## src/rtl/uart_frame_tx_if.sv

```systemverilog
// Frame-offer handshake between a byte source and uart_frame_tx.
// The source drives payload plus per-frame format; the transmitter answers with ready.
interface uart_frame_tx_if #(
    parameter int unsigned DATA_WIDTH = 8
) ();
    logic [DATA_WIDTH-1:0] tx_data;
    logic                  tx_valid;
    logic                  tx_ready;
    logic [1:0]            parity_type;
    logic                  stop_bits;

    modport master (
        output tx_data,
        output tx_valid,
        output parity_type,
        output stop_bits,
        input  tx_ready
    );

    modport slave (
        input  tx_data,
        input  tx_valid,
        input  parity_type,
        input  stop_bits,
        output tx_ready
    );
endinterface

```

## src/rtl/uart_frame_tx.sv

```systemverilog
// UART frame transmitter: start bit, LSB-first payload, optional parity, one or two stop bits,
// with every line transition aligned to baud_tick.
module uart_frame_tx #(
    parameter int unsigned DATA_WIDTH = 8
) (
    input  logic             clk,
    input  logic             reset_n,
    input  logic             baud_tick,
    uart_frame_tx_if.slave   tx_if,
    output logic             tx_out,
    output logic             tx_busy,
    output logic             tx_done
);
    localparam int unsigned CNT_W = (DATA_WIDTH > 1) ? $clog2(DATA_WIDTH) : 1;
    localparam logic [CNT_W-1:0] LAST_BIT = CNT_W'(DATA_WIDTH - 1);

    typedef enum logic [2:0] {
        S_IDLE   = 3'd0,
        S_ARM    = 3'd1,
        S_START  = 3'd2,
        S_DATA   = 3'd3,
        S_PARITY = 3'd4,
        S_STOP   = 3'd5
    } state_t;

    state_t                r_state;
    state_t                w_state_nxt;

    logic [DATA_WIDTH-1:0] r_shift;
    logic [1:0]            r_parity_type;
    logic                  r_stop_bits;
    logic                  r_par_bit;
    logic [CNT_W-1:0]      r_bit_cnt;
    logic                  r_stop_cnt;
    logic                  r_tx_out;
    logic                  r_tx_busy;
    logic                  r_tx_ready;
    logic                  r_tx_done;

    logic                  w_load;
    logic                  w_shift_en;
    logic                  w_par_en;
    logic [CNT_W-1:0]      w_bit_cnt_nxt;
    logic                  w_stop_cnt_nxt;
    logic                  w_tx_out_nxt;
    logic                  w_tx_done_nxt;
    logic                  w_par_bit_cap;

    assign w_par_en      = (r_parity_type == 2'b01) || (r_parity_type == 2'b10);
    // Odd parity inverts the reduction so data plus parity carries an odd count of ones.
    assign w_par_bit_cap = (tx_if.parity_type == 2'b01) ? ~^tx_if.tx_data : ^tx_if.tx_data;

    // State register
    always_ff @(posedge clk) begin
        if (!reset_n) begin
            r_state <= S_IDLE;
        end else begin
            r_state <= w_state_nxt;
        end
    end

    // Next-state logic
    always_comb begin
        w_state_nxt = r_state;
        case (r_state)
            S_IDLE: begin
                if (tx_if.tx_valid) begin
                    w_state_nxt = S_ARM;
                end
            end
            S_ARM: begin
                if (baud_tick) begin
                    w_state_nxt = S_START;
                end
            end
            S_START: begin
                if (baud_tick) begin
                    w_state_nxt = S_DATA;
                end
            end
            S_DATA: begin
                if (baud_tick && (r_bit_cnt == LAST_BIT)) begin
                    w_state_nxt = w_par_en ? S_PARITY : S_STOP;
                end
            end
            S_PARITY: begin
                if (baud_tick) begin
                    w_state_nxt = S_STOP;
                end
            end
            S_STOP: begin
                if (baud_tick && (r_stop_cnt == r_stop_bits)) begin
                    w_state_nxt = S_IDLE;
                end
            end
            default: begin
                w_state_nxt = S_IDLE;
            end
        endcase
    end

    // Output and datapath next values; the line only moves on a baud_tick.
    always_comb begin
        w_load         = 1'b0;
        w_shift_en     = 1'b0;
        w_bit_cnt_nxt  = r_bit_cnt;
        w_stop_cnt_nxt = r_stop_cnt;
        w_tx_out_nxt   = r_tx_out;
        w_tx_done_nxt  = 1'b0;
        case (r_state)
            S_IDLE: begin
                w_load         = tx_if.tx_valid;
                w_bit_cnt_nxt  = '0;
                w_stop_cnt_nxt = 1'b0;
                w_tx_out_nxt   = 1'b1;
            end
            S_ARM: begin
                if (baud_tick) begin
                    w_tx_out_nxt = 1'b0;
                end
            end
            S_START: begin
                if (baud_tick) begin
                    w_tx_out_nxt  = r_shift[0];
                    w_shift_en    = 1'b1;
                    w_bit_cnt_nxt = '0;
                end
            end
            S_DATA: begin
                if (baud_tick) begin
                    if (r_bit_cnt == LAST_BIT) begin
                        w_tx_out_nxt   = w_par_en ? r_par_bit : 1'b1;
                        w_stop_cnt_nxt = 1'b0;
                    end else begin
                        w_tx_out_nxt  = r_shift[0];
                        w_shift_en    = 1'b1;
                        w_bit_cnt_nxt = r_bit_cnt + CNT_W'(1);
                    end
                end
            end
            S_PARITY: begin
                if (baud_tick) begin
                    w_tx_out_nxt   = 1'b1;
                    w_stop_cnt_nxt = 1'b0;
                end
            end
            S_STOP: begin
                if (baud_tick) begin
                    w_tx_out_nxt = 1'b1;
                    if (r_stop_cnt == r_stop_bits) begin
                        w_tx_done_nxt = 1'b1;
                    end else begin
                        w_stop_cnt_nxt = 1'b1;
                    end
                end
            end
            default: begin
                w_tx_out_nxt = 1'b1;
            end
        endcase
    end

    // Datapath and registered outputs
    always_ff @(posedge clk) begin
        if (!reset_n) begin
            r_shift       <= '0;
            r_parity_type <= 2'b00;
            r_stop_bits   <= 1'b0;
            r_par_bit     <= 1'b0;
            r_bit_cnt     <= '0;
            r_stop_cnt    <= 1'b0;
            r_tx_out      <= 1'b1;
            r_tx_done     <= 1'b0;
            r_tx_busy     <= 1'b0;
            r_tx_ready    <= 1'b1;
        end else begin
            if (w_load) begin
                r_shift       <= tx_if.tx_data;
                r_parity_type <= tx_if.parity_type;
                r_stop_bits   <= tx_if.stop_bits;
                r_par_bit     <= w_par_bit_cap;
            end else if (w_shift_en) begin
                r_shift <= r_shift >> 1;
            end
            r_bit_cnt  <= w_bit_cnt_nxt;
            r_stop_cnt <= w_stop_cnt_nxt;
            r_tx_out   <= w_tx_out_nxt;
            r_tx_done  <= w_tx_done_nxt;
            r_tx_busy  <= (w_state_nxt != S_IDLE);
            r_tx_ready <= (w_state_nxt == S_IDLE);
        end
    end

    assign tx_if.tx_ready = r_tx_ready;
    assign tx_out         = r_tx_out;
    assign tx_busy        = r_tx_busy;
    assign tx_done        = r_tx_done;
endmodule

```

## src/flat_wrapper.sv

```systemverilog
// flat-port wrapper written by rule: the top's interface ports become plain ports
module uart_frame_tx_flat 
#(
    parameter int unsigned DATA_WIDTH = 8
)
  (clk, reset_n, baud_tick, tx_out, tx_busy, tx_done, tx_if_tx_data, tx_if_tx_valid, tx_if_parity_type, tx_if_stop_bits, tx_if_tx_ready);
  uart_frame_tx_if #(.DATA_WIDTH(DATA_WIDTH)) tx_if_i ();
  input  logic clk;
  input  logic reset_n;
  input  logic baud_tick;
  output logic tx_out;
  output logic tx_busy;
  output logic tx_done;
  input wire logic [$bits(tx_if_i.tx_data)-1:0] tx_if_tx_data;
  input wire logic [$bits(tx_if_i.tx_valid)-1:0] tx_if_tx_valid;
  input wire logic [$bits(tx_if_i.parity_type)-1:0] tx_if_parity_type;
  input wire logic [$bits(tx_if_i.stop_bits)-1:0] tx_if_stop_bits;
  output wire logic [$bits(tx_if_i.tx_ready)-1:0] tx_if_tx_ready;
  assign tx_if_i.tx_data = tx_if_tx_data;
  assign tx_if_i.tx_valid = tx_if_tx_valid;
  assign tx_if_i.parity_type = tx_if_parity_type;
  assign tx_if_i.stop_bits = tx_if_stop_bits;
  assign tx_if_tx_ready = tx_if_i.tx_ready;
  uart_frame_tx #(.DATA_WIDTH(DATA_WIDTH)) u_core (.clk(clk), .reset_n(reset_n), .baud_tick(baud_tick), .tx_if(tx_if_i), .tx_out(tx_out), .tx_busy(tx_busy), .tx_done(tx_done));
endmodule
```

## config.mk

```make
export PLATFORM = sky130hd
export DESIGN_NAME = uart_frame_tx_flat
export DESIGN_NICKNAME = d
export VERILOG_FILES = /design/src/rtl/uart_frame_tx_if.sv /design/src/rtl/uart_frame_tx.sv /design/src/flat_wrapper.sv
export SDC_FILE = /design/constraint.sdc
export NUM_CORES = 1
export LEC_CHECK = 0
export CAP_MARGIN = 20
export CELL_PAD_IN_SITES_DETAIL_PLACEMENT = 0
export CELL_PAD_IN_SITES_GLOBAL_PLACEMENT = 1
export CORE_UTILIZATION = 25
export CTS_CLUSTER_DIAMETER = 120
export DETAILED_ROUTE_END_ITERATION = 12
export PLACE_DENSITY = 0.66
export SYNTH_ARGS = -nofsm -noshare
export SYNTH_HDL_FRONTEND = slang
export SYNTH_SLANG_ARGS = --single-unit
```

## constraint.sdc

```tcl
create_clock -name clk -period 2.2 [get_ports clk]
set_input_delay 0.22 -clock clk [delete_from_list [all_inputs] [get_ports clk]]
set_output_delay 0.22 -clock clk [all_outputs]
set_load 0.1 [all_outputs]
```

Word-level counts from Yosys, hierarchy flattened:

Index checks and enable logic that the tools add are counted.

* input bits: 15
* output and inout port bits: 4
* register bits: 23
* logic and storage cells: 80

* mux-type cells: 33
* $add $sub $neg: 1
* reductions and logical operators: 16
* equal/unequal tests: 19

Operator list (number)
* $mux W3: 9
* $pmux W3 S6: 1
* $mux W1: 17
* $mux W8: 2
* $ne A2 B2 Y1 const B: 7
* $eq A3 B3 Y1 const B: 3
* $pmux W3 S3: 1
* $pmux W1 S4: 2
* $reduce_and A4 Y1: 2
* $reduce_xnor A8 Y1: 1
* $reduce_xor A8 Y1: 1
* $eq A3 B2 Y1 const B: 2
* $logic_not A3 Y1: 2
* $reduce_and A6 Y1: 1
* $reduce_bool A3 Y1: 2
* $eq A2 B1 Y1 const B: 2
* $ne A2 B1 Y1 const B: 2
* $reduce_bool A4 Y1: 1
* $add A3 B1 Y3 const B: 1
* $eq A3 B1 Y1 const B: 1
* $reduce_and A3 Y1: 1
* $eq A2 B2 Y1 const B: 1
* $logic_and A1 B1 Y1: 2
* $pmux W1 S2: 1
* other kinds (4): 4

Longest topological paths before layout:

Gate-level depths: netlist of the first run.

* word-level depth: 6
* gate-level depth with buffers: 7
* depth with buffers taken out: 7

Worst setup path after synthesis of the first run:

OpenSTA, ideal clock, no wires.

* path type: flip-flop to flip-flop
* from: reg u_core.r_bit_cnt[0]
* to: reg u_core.r_bit_cnt[0]
* slack: 0.537 ns
* setup time: 0.132 ns
* path buffers: 0
* stages on the path, launching flop included: 7
* data required time: 2.068 ns
* arrival time: 1.530 ns
* period minus slack after synthesis: 1.663 ns
* cells stage by stage: dfxtp_1 -> ha_1 -> ha_1 -> nand2b_1 -> a221oi_1 -> nand2b_1 -> a21oi_1

* word-level cells in the longest chain between the ends: 4
* elaborated cells on any way between the ends: 7
* classes of those cells: add/sub (1); eq/ne (2); mux (3); reduce/logical (1)

Ends and longest elaborated chain
* start, declared: line uart_frame_tx.sv:33 `logic [CNT_W-1:0] r_bit_cnt;`
* start signal, assigned: line uart_frame_tx.sv:185 `r_bit_cnt <= w_bit_cnt_nxt;`
* $add A3 B1 Y3: line uart_frame_tx.sv:137 `w_bit_cnt_nxt = r_bit_cnt + CNT_W'(1);`
* $mux W3: line uart_frame_tx.sv:131 `if (r_bit_cnt == LAST_BIT) begin`
* $mux W3: line uart_frame_tx.sv:130 `if (baud_tick) begin`
* $pmux W3 S3: line uart_frame_tx.sv:110 `case (r_state)`

Parallel ways exist; a longest one is shown, timed or not. The select of a mux whose other input is x is not followed.
A chain may end at the register's enable or synchronous reset.

Worst setup path in the final report of the first run:

* from: reg u_core.r_state[1]
* to: reg u_core.r_shift[5]

* word-level cells in the longest chain between the ends: 3
* elaborated cells on any way between the ends: 7
* classes of those cells: eq/ne (2); mux (3); reduce/logical (2)

Ends and longest elaborated chain
* start, declared: line uart_frame_tx.sv:26 `state_t r_state;`
* start signal, assigned: line uart_frame_tx.sv:58 `r_state <= w_state_nxt;`
* $eq A3 B2 Y1 / $logic_not A3 Y1 (equally long branches): line uart_frame_tx.sv:110
* $pmux W1 S2 / $mux W1 (equally long branches): line uart_frame_tx.sv:110
* $reduce_bool A2 Y1 (no source line) / $mux W8 (equally long branches)
* end signal, assigned: line uart_frame_tx.sv:178 `r_shift <= tx_if.tx_data;`
* end signal, assigned: line uart_frame_tx.sv:183 `r_shift <= r_shift >> 1;`
* end, declared: line uart_frame_tx.sv:29 `logic [DATA_WIDTH-1:0] r_shift;`

Parallel ways exist; a longest one is shown, timed or not.

==> flow_summary.ini, run 1 <==
[finish]
syn_to_final_growth_pct = 21.73
fillers = 484
antennaDiodeCount = 0
fin_nets = 181
drive_above_1_share = 0.1043

[grt]
grt_pass1_wl_mm = 4.409
grt_max_degree = 19
grt_pass1_vias = 1004
grt_overflow = 0
antenna_found_initial = 0
track_usage = 0.1094

[setup_path]
crit_chain = nor3_1, and2_1, nand2_1, a311oi_1
slowest_stage = dfxtp_1
r2r-end = u_core.r_shift[5]
startpoint = u_core.r_state[1]
critical_path.max_stage_delay_ns = 0.50
crit_buf_inv = 0
worst_r2r_path_depth = 4
cp_max_fo = 18
critPathKind = reg -> reg
end_kind = register
r2r_slack_ns = 0.29
required_ns = 2.36
cp_data_arrival_time_ns = 2.07
crit_path_start_kind = register
critical-path-top-delay-family = simple AND/OR/NAND/NOR gates
timing.rr.start = u_core.r_state[1]

[cts]
clock-sinks = 23
cts-root-buf = clkbuf_8
tritoncts = built
cts-resized-gates = 0
holdBufCountCts = 0
clock_latency_ns = 0.27
numCtsBuffers = 3
clkTransAtPathRegs_ns = 0.09
cts_max_level = 1
clockBufferDepth = 2
cts_setup_buffers = 0

[synthesis]
ys_seq_area_frac = 0.3790
synth_fp_nets = 162
synth_edf_count = 0
synth-async-reset-ratio = 0
synth-warning-count = 0
ys.flop_type = dfxtp_1
synth_cells = 145
ys_ff_latch = 23
ys_types = 36
syn-cell-area_mm2 = 0.001215
syn_area_per_cell_um2 = 8.379

[sta]
tightest_slew_ns = 0.5989
finalMaxSlewViolations = 0
setup_viol = 0
timing.final.crit_share = 0.8682
tns_ns = 0
hold_ws_ns = 0.4531
finalHoldViolCount = 0
fmaxAchievable_ghz = 0.5235
max_slew_margin = 0.6002
fin_worst_skew_ns = 0.006568
finalCriticalPeriod_ns = 1.910
rsz0062_at_grt = no

[floorplanning]
ioPinCount = 19
initial_utilization = 0.2697
fp.dieW_um = 71.71
dieArea_mm2 = 0.005142
rows = 24
fp.dieH_um = 71.71
core_mm2 = 0.004504

[min_path]
hold_depth = 2
hp-class = reg -> reg
min-delay-start = u_core.r_par_bit
min_to = u_core.r_par_bit

[pwr]
ir_drop_mv = 0.2479
pwr_density_cell_mw_per_mm2 = 708.6
total_power_mw = 1.048
leakagePower_nw = 0.5388

[job]
max_cap_viol_count = 0

[route]
wl_met3_um = 121
drtIter0Drc = 72
met1_length_mm = 1.315
drt_pass1_iterations = 4
drc = 0
wl_met2_mm = 1.151
wl_per_cell_um = 12.16
wl_mm = 2.614
highest_layer = met4
postRouteAntennaNets = 0
num_vias = 1087
via_per_inst = 5.056

[place]
dp_hpwl_mm = 1.878
portBuffers = 18
place_congestion = 0.8565

[outcome]
outcome = completed
-- sequential cells by signal, indices dropped and copies added (netlist names) --
signal	flops
u_core.tx_if.tx_ready	1
u_core.tx_out	1
u_core.tx_busy	1
u_core.r_stop_cnt	1
u_core.r_parity_type	2
u_core.r_bit_cnt	3
u_core.r_par_bit	1
u_core.tx_done	1
u_core.r_state	3
u_core.r_shift	8
u_core.r_stop_bits	1
-- routing by layer --
| layer | GRT usage | up-vias |
|---|---|---|
| met5 | 0 | - |
| met3 | 0.02954 | 4 |
| met2 | 0.1834 | 21 |
| met1 | 0.1343 | 508 |
| li1 | - | 554 |
| met4 | 0.03922 | 0 |
-- report_power, final --
part / switching, mW / total [mW] / internal (mW)
sequential: 0.0308 / 0.484 / 0.454
combinational: 0.175 / 0.296 / 0.121
clock: 0.138 / 0.267 / 0.129
total: 0.344 / 1.05 / 0.704
-- worst reg2reg max path, stage by stage, from the launching register on --
cell and delay [ns]:
dfxtp_1 0.50, nor3_1 0.39, and2_1 0.50, nand2_1 0.11, a311oi_1 0.30
-- cell type report --
class	instances	area, µm²	share of cell area
timing repair buffer	23	207.7	0.1404
tap	52	65.06	0.04399
clock buffer	4	45.04	0.03046
multi-input combinational	109	685.7	0.4636
sequential	23	460.4	0.3113
inverter	4	15.01	0.01015
-- synthesized netlist by cell type, drive strengths merged (2+ instances only) --
cell type  instances  area, µm²
a211oi             3      22.52
dfxtp             23      460.4
buf                7      46.29
o21ai              3      15.01
a21oi             14      70.07
nand3              4      20.02
nor2              11      57.56
nand2             28      105.1
nand2b             4      25.02
nand4              3      18.77
nor2b              4      25.02
clkbuf             2      7.510
xor2               2      17.52
nor3               3      15.01
nor4b              2      17.52
inv                3      11.26
xnor2              6      52.55
o211ai             2      15.01
a311oi             6      52.55
ha                 2      25.02
mux2i              2      20.02
-- worst max path at each step --
| stage | endpoint | slack, ns | cells after the start |
|---|---|---|---|
| final | u_core.r_shift[5] | 0.29 | 4 |
| after floorplan | u_core.r_bit_cnt[0] | 0.54 | 6 |
| after global placement | u_core.r_shift[3] | 0.35 | 6 |
| after detailed placement | u_core.r_shift[5] | 0.30 | 6 |
| after CTS | u_core.r_shift[5] | 0.31 | 4 |
| after global routing | u_core.r_shift[5] | 0.07 | 4 |
-- kinds of logic (layout without fill, tap and decap cells) --
family                   after synthesis  count (layout)  synth area share
multiplexers                           2               2           0.01648
flip-flops                            23              23            0.3790
adder cells (fa/ha/maj)                2               2           0.02059
AND/OR/NAND/NOR                       62              62            0.2534
buffers and inverters                 13              31           0.05664
XOR/XNOR                               9               9           0.07621
AO/OA/AOI/OAI                         34              34            0.1977
-- placed cells by master, fill, tap and decap left out, types with 3 or more instances in the layout --
cell / Yosys / layout
nand3_1: 4 / 4
xnor2_1: 6 / 6
clkbuf_8: 0 / 3
a21oi_1: 14 / 14
clkdlybuf4s50_1: 0 / 14
buf_4: 2 / 9
dfxtp_1: 23 / 23
nand2_1: 28 / 28
nor3_1: 3 / 3
nand4_1: 3 / 3
a211oi_1: 3 / 3
a311oi_1: 6 / 6
o21ai_0: 3 / 3
nor2b_1: 4 / 4
nor2_1: 10 / 10
nand2b_1: 4 / 4
-- through the flow --
step                setup WS [ns]  instance area, µm²    util  std cells
global route              0.07166                1479  0.3283        215
CTS                        0.3113                1479  0.3283        215
finish                     0.2899                1479  0.3283        215
floorplan                  0.5372                1215       -        145
detailed placement         0.2974                1434  0.3183        211
global placement           0.3464                1434  0.3183        211
Power figures use the tool's default switching activity.
==> inputs of run 2 (changes only) <==
PLACE_DENSITY = 0.57   (was 0.66)
==> run 2 against run 1 <==
  * Die area did not move
  * Final cell count rose by 0.47%
  * Fmax rose by 5.8%
  * Worst hold slack improved by 0.0042 ns
  * Register-to-register slack improved by 0.10 ns
  * Sequential share of layout area fell by 0.16 points
  * Largest power group unchanged
  * Global-route usage rose by 0.32 points
  * Clock-buffer cell count did not move
==> flow_summary.ini, run 2 (synthesis gave the netlist of run 1 again) <==
[pwr]
leakagePower_nw = 0.5435
p_sw_mw = 0.3433
clockPowerShare = 0.254
p_seq_frac = 0.457
ir_drop_mv = 0.3660
pwr-share-comb = 0.290
total_power_mw = 1.052
p_int_mw = 0.7085
switching_share = 0.3264
pwr_density_cell_mw_per_mm2 = 707.6

[route]
via_per_inst = 4.944
num_vias = 1068
drc = 0
drt_pass1_iterations = 4
postRouteAntennaNets = 0
wl_mm = 2.702
drtIter0Drc = 54
wl_per_cell_um = 12.51

[sta]
max_slew_margin = 0.6002
finalCriticalPeriod_ns = 1.806
fin_worst_skew_ns = 0.004833
tightest_slew_ns = 0.5988
fmaxAchievable_ghz = 0.5538
tns_ns = 0
finalMaxSlewViolations = 0
timing.final.crit_share = 0.8208
rsz0062_at_grt = no
finalHoldViolCount = 0
setup_viol = 0
hold_ws_ns = 0.4573

[min_path]
hold_depth = 2
hp-class = reg -> reg

[setup_path]
worst_r2r_path_depth = 5
end_kind = register
cp_max_fo = 18
critical_path.max_stage_delay_ns = 0.71
critPathKind = reg -> reg
slowest_stage = dfxtp_1
required_ns = 2.37
crit_path_start_kind = register
crit_chain = inv_2, o32a_4, nor2_8, nor2_1, a311oi_1
cp_data_arrival_time_ns = 1.98

[cts]
holdBufCountCts = 0
clockBufferDepth = 2
clkTransAtPathRegs_ns = 0.09
cts-resized-gates = 0
tritoncts = built
cts-root-buf = clkbuf_8
clock-sinks = 23
numCtsBuffers = 3
cts_max_level = 1
clock_latency_ns = 0.26
cts_setup_buffers = 0

[finish]
syn_to_final_growth_pct = 22.35
largest_registers = u_core.r_shift (8), u_core.r_bit_cnt (3), u_core.r_state (3)
final_cell_mix = nand2_1 (28), dfxtp_1 (23), a21oi_1 (14), clkdlybuf4s50_1 (14)
largest_register_ffs = 8
layout_commonest_cell = nand2_1
fin_nets = 182
largest-register = u_core.r_shift
antennaDiodeCount = 0
drive_above_1_share = 0.1098

[floorplanning]
fp.dieH_um = 71.71
fp.dieW_um = 71.71
core_mm2 = 0.004504
dieArea_mm2 = 0.005142
initial_utilization = 0.2697
ioPinCount = 19
rows = 24

[place]
portBuffers = 18
place_congestion = 0.7060
dp_hpwl_mm = 1.973

[job]
max_cap_viol_count = 0

[grt]
grt_pass1_vias = 1023
grt_pass1_wl_mm = 4.519
grt_max_degree = 19
grt_overflow = 0
antenna_found_initial = 0
track_usage = 0.1126

[outcome]
outcome = completed
-- run 2: path summary, 6_finish.rpt --
kind,from,slack (ns),end
worst max-delay path,u_core.r_state[1],0.39,u_core.r_shift[5]
worst min-delay path,u_core.r_par_bit,0.46,u_core.r_par_bit
worst max register to register,u_core.r_state[1],0.39,u_core.r_shift[5]
worst min register to register,u_core.r_par_bit,0.46,u_core.r_par_bit
-- run 2: metal layers --
layer	wire length, µm	global-route usage	up-vias
met3	111	0.03657	2
li1	-	-	550
met1	1358	0.1422	493
met5	0	0	-
met4	17	0.03268	0
met2	1215	0.1834	23
-- run 2: power groups by stage --
stage / Clock, mW / Combinational, mW / Sequential [mW]
finish: 0.267 / 0.305 / 0.480
detailed placement: 0 / 0.305 / 0.490
CTS: 0.277 / 0.306 / 0.480
global route: 0.292 / 0.335 / 0.486
floorplan: 0 / 0.175 / 0.539
global placement: 0 / 0.305 / 0.490
-- run 2: per-stage QoR --
step / area [µm²] / util / cells / worst slack, ns
final: 1486 / 0.3300 / 216 / 0.3941
after global routing: 1486 / 0.3300 / 216 / 0.1909
after CTS: 1486 / 0.3300 / 216 / 0.3858
after detailed placement: 1441 / 0.3200 / 212 / 0.3638
after global placement: 1441 / 0.3200 / 212 / 0.4050
after floorplan: 1215 / - / 145 / 0.5372
-- run 2: area by class of cell --
cell class / count / area (µm²)
Tap cell: 52 / 65.06
Sequential cell: 23 / 460.4
Inverter: 4 / 15.01
Clock buffer: 4 / 45.04
Multi-Input combinational cell: 109 / 685.7
Timing Repair Buffer: 24 / 215.2
Fill cell: 482 / 3018
-- run 2: worst max-delay path, delay by kind of cell (launching register included) --
family                 cells  cell delay, ns
AND/OR/NAND/NOR            2            0.25
buffers and inverters      1            0.08
AO/OA/AOI/OAI              2            0.66
flip-flops                 1            0.71
==> inputs of run 3 (changes only) <==
PLACE_DENSITY = 0.59   (was 0.57)
clock period = 1.46 ns   (was 2.2 ns; I/O delays follow)
==> run 3 against run 2 <==
  * The flow now finishes with violations (negative setup slack)
  * Sequential power increased by 53%
  * Worst setup slack worse by 0.49 ns
  * Worst hold slack worse by 0.24 ns
  * Combinational power up 100%
  * Utilization increased by 8.5 points
==> flow_summary.ini, run 3 (synthesis gave the netlist of run 1 again) <==
[outcome]
outcome = finished with violations
failed_checks = negative setup slack

[place]
dp_hpwl_mm = 2.263
dp_cells = 236
portBuffers = 18
dp_worst_setup_slack_ns = -0.2748
place_congestion = 0.7930

[sta]
finalMaxSlewViolations = 0
tightest_slew_ns = 0.3405
rsz0062_at_grt = yes
fin_worst_skew_ns = 0.003695
setup_viol = 12
max_slew_margin = 0.7698
tns_ns = -0.6785
timing.final.crit_share = 1.065
finalCriticalPeriod_ns = 1.555
setup_slack_ns = -0.09521
finalHoldViolCount = 0
fmaxAchievable_ghz = 0.6430

[cts]
clkTransAtPathRegs_ns = 0.08
tritoncts = built
cts-root-buf = clkbuf_8
numCtsBuffers = 3
clockBufferDepth = 2
clock_latency_ns = 0.26
clock-sinks = 23
cts_max_level = 1

[finish]
largest-register = u_core.r_shift
syn_to_final_growth_pct = 53.76
drive_above_1_share = 0.3263
final_cell_mix = buf_4 (29), nand2_1 (28), dfxtp_1 (19), clkdlybuf4s50_1 (12), a21oi_1 (10)
fin_util = 0.4147
largest_register_ffs = 8
largest_registers = u_core.r_shift (8), u_core.r_bit_cnt (3), u_core.r_state (3)
fin_nets = 208
instances_no_fill = 242
antennaDiodeCount = 0
layout_commonest_cell = buf_4

[route]
num_vias = 1185
wl_mm = 3.035
drc = 0
postRouteAntennaNets = 0
drt_pass1_iterations = 4
met1_length_mm = 1.436
highest_layer = met4
via_per_inst = 4.897
wl_per_cell_um = 12.54
wl_met2_mm = 1.476
drtIter0Drc = 83
wl_met3_um = 94

[floorplanning]
rows = 24
dieArea_mm2 = 0.005142
initial_utilization = 0.2697
fp.dieW_um = 71.71
ioPinCount = 19
fp.dieH_um = 71.71
core_mm2 = 0.004504

[setup_path]
required_ns = 1.63
critPathKind = reg -> reg
crit_path_start_kind = register
cp_max_fo = 6
cp_data_arrival_time_ns = 1.72
end_kind = register

[grt]
grt_overflow = 0
antenna_found_initial = 0
grt_pass1_vias = 1192
grt_max_degree = 15
track_usage = 0.1279
grt_pass1_wl_mm = 5.250

[pwr]
ir_drop_mv = 0.3873
total_power_mw = 1.750
leakagePower_nw = 0.7276
pwr_density_cell_mw_per_mm2 = 936.9

[job]
max_cap_viol_count = 0

[min_path]
hp-class = in -> reg
## run 3: worst paths after layout
kind	from	end	slack [ns]	cells after the start
min	tx_if_tx_data[3]	u_core.r_shift[3]	0.22	3
max reg2reg	u_core.r_bit_cnt[1]	u_core.r_shift[3]	-0.1	6
max	u_core.r_bit_cnt[1]	u_core.r_shift[3]	-0.1	6
min reg2reg	u_core.r_par_bit	u_core.r_par_bit	0.47	2
## run 3: repair_timing
item                                    CTS  global route
cloned                                    1             0
hold buffers                              0             0
gates resized for setup                   6            14
endpoints found under the setup margin   20            19
buffers inserted                          0             1
pin swaps                                14            10
## run 3: final cells by class
type | instances | area, µm²
Fill cell | 450 | 2636
Multi-Input combinational cell | 110 | 792.0
Timing Repair Buffer | 49 | 483.0
Sequential cell | 23 | 467.9
Tap cell | 52 | 65.06
Clock buffer | 4 | 45.04
Inverter | 4 | 15.01
## run 3: metrics by stage
step	hold slack, ns	area (µm²)
4_1_cts	0.4373	1814
3_5_place_dp	0.4498	1730
5_1_grt	0.2435	1868
6_report	0.2160	1868
2_1_floorplan	0.2222	1249
3_3_place_gp	0.4431	1730
## run 3: power breakdown
group / total [mW] / internal (mW) / leakage [nW] / switching, mW
Clock: 0.394 / 0.194 / 0.0228 / 0.199
Combinational: 0.625 / 0.308 / 0.514 / 0.317
Sequential: 0.732 / 0.684 / 0.191 / 0.0482
Total: 1.75 / 1.19 / 0.728 / 0.564
## run 3: worst max-delay path, stage by stage, from the launching register on
cell and delay (ns):
dfxtp_2 0.34, ha_4 0.16, ha_4 0.17, o32a_4 0.36, nor2_8 0.15, nor2_1 0.05, a311oi_1 0.23
## run 3: routing by layer
layer / track usage / vias to the layer above
li1: - / 603
met1: 0.1660 / 556
met2: 0.2149 / 24
met3: 0.02110 / 2
met4: 0.04357 / 0
met5: 0 / -
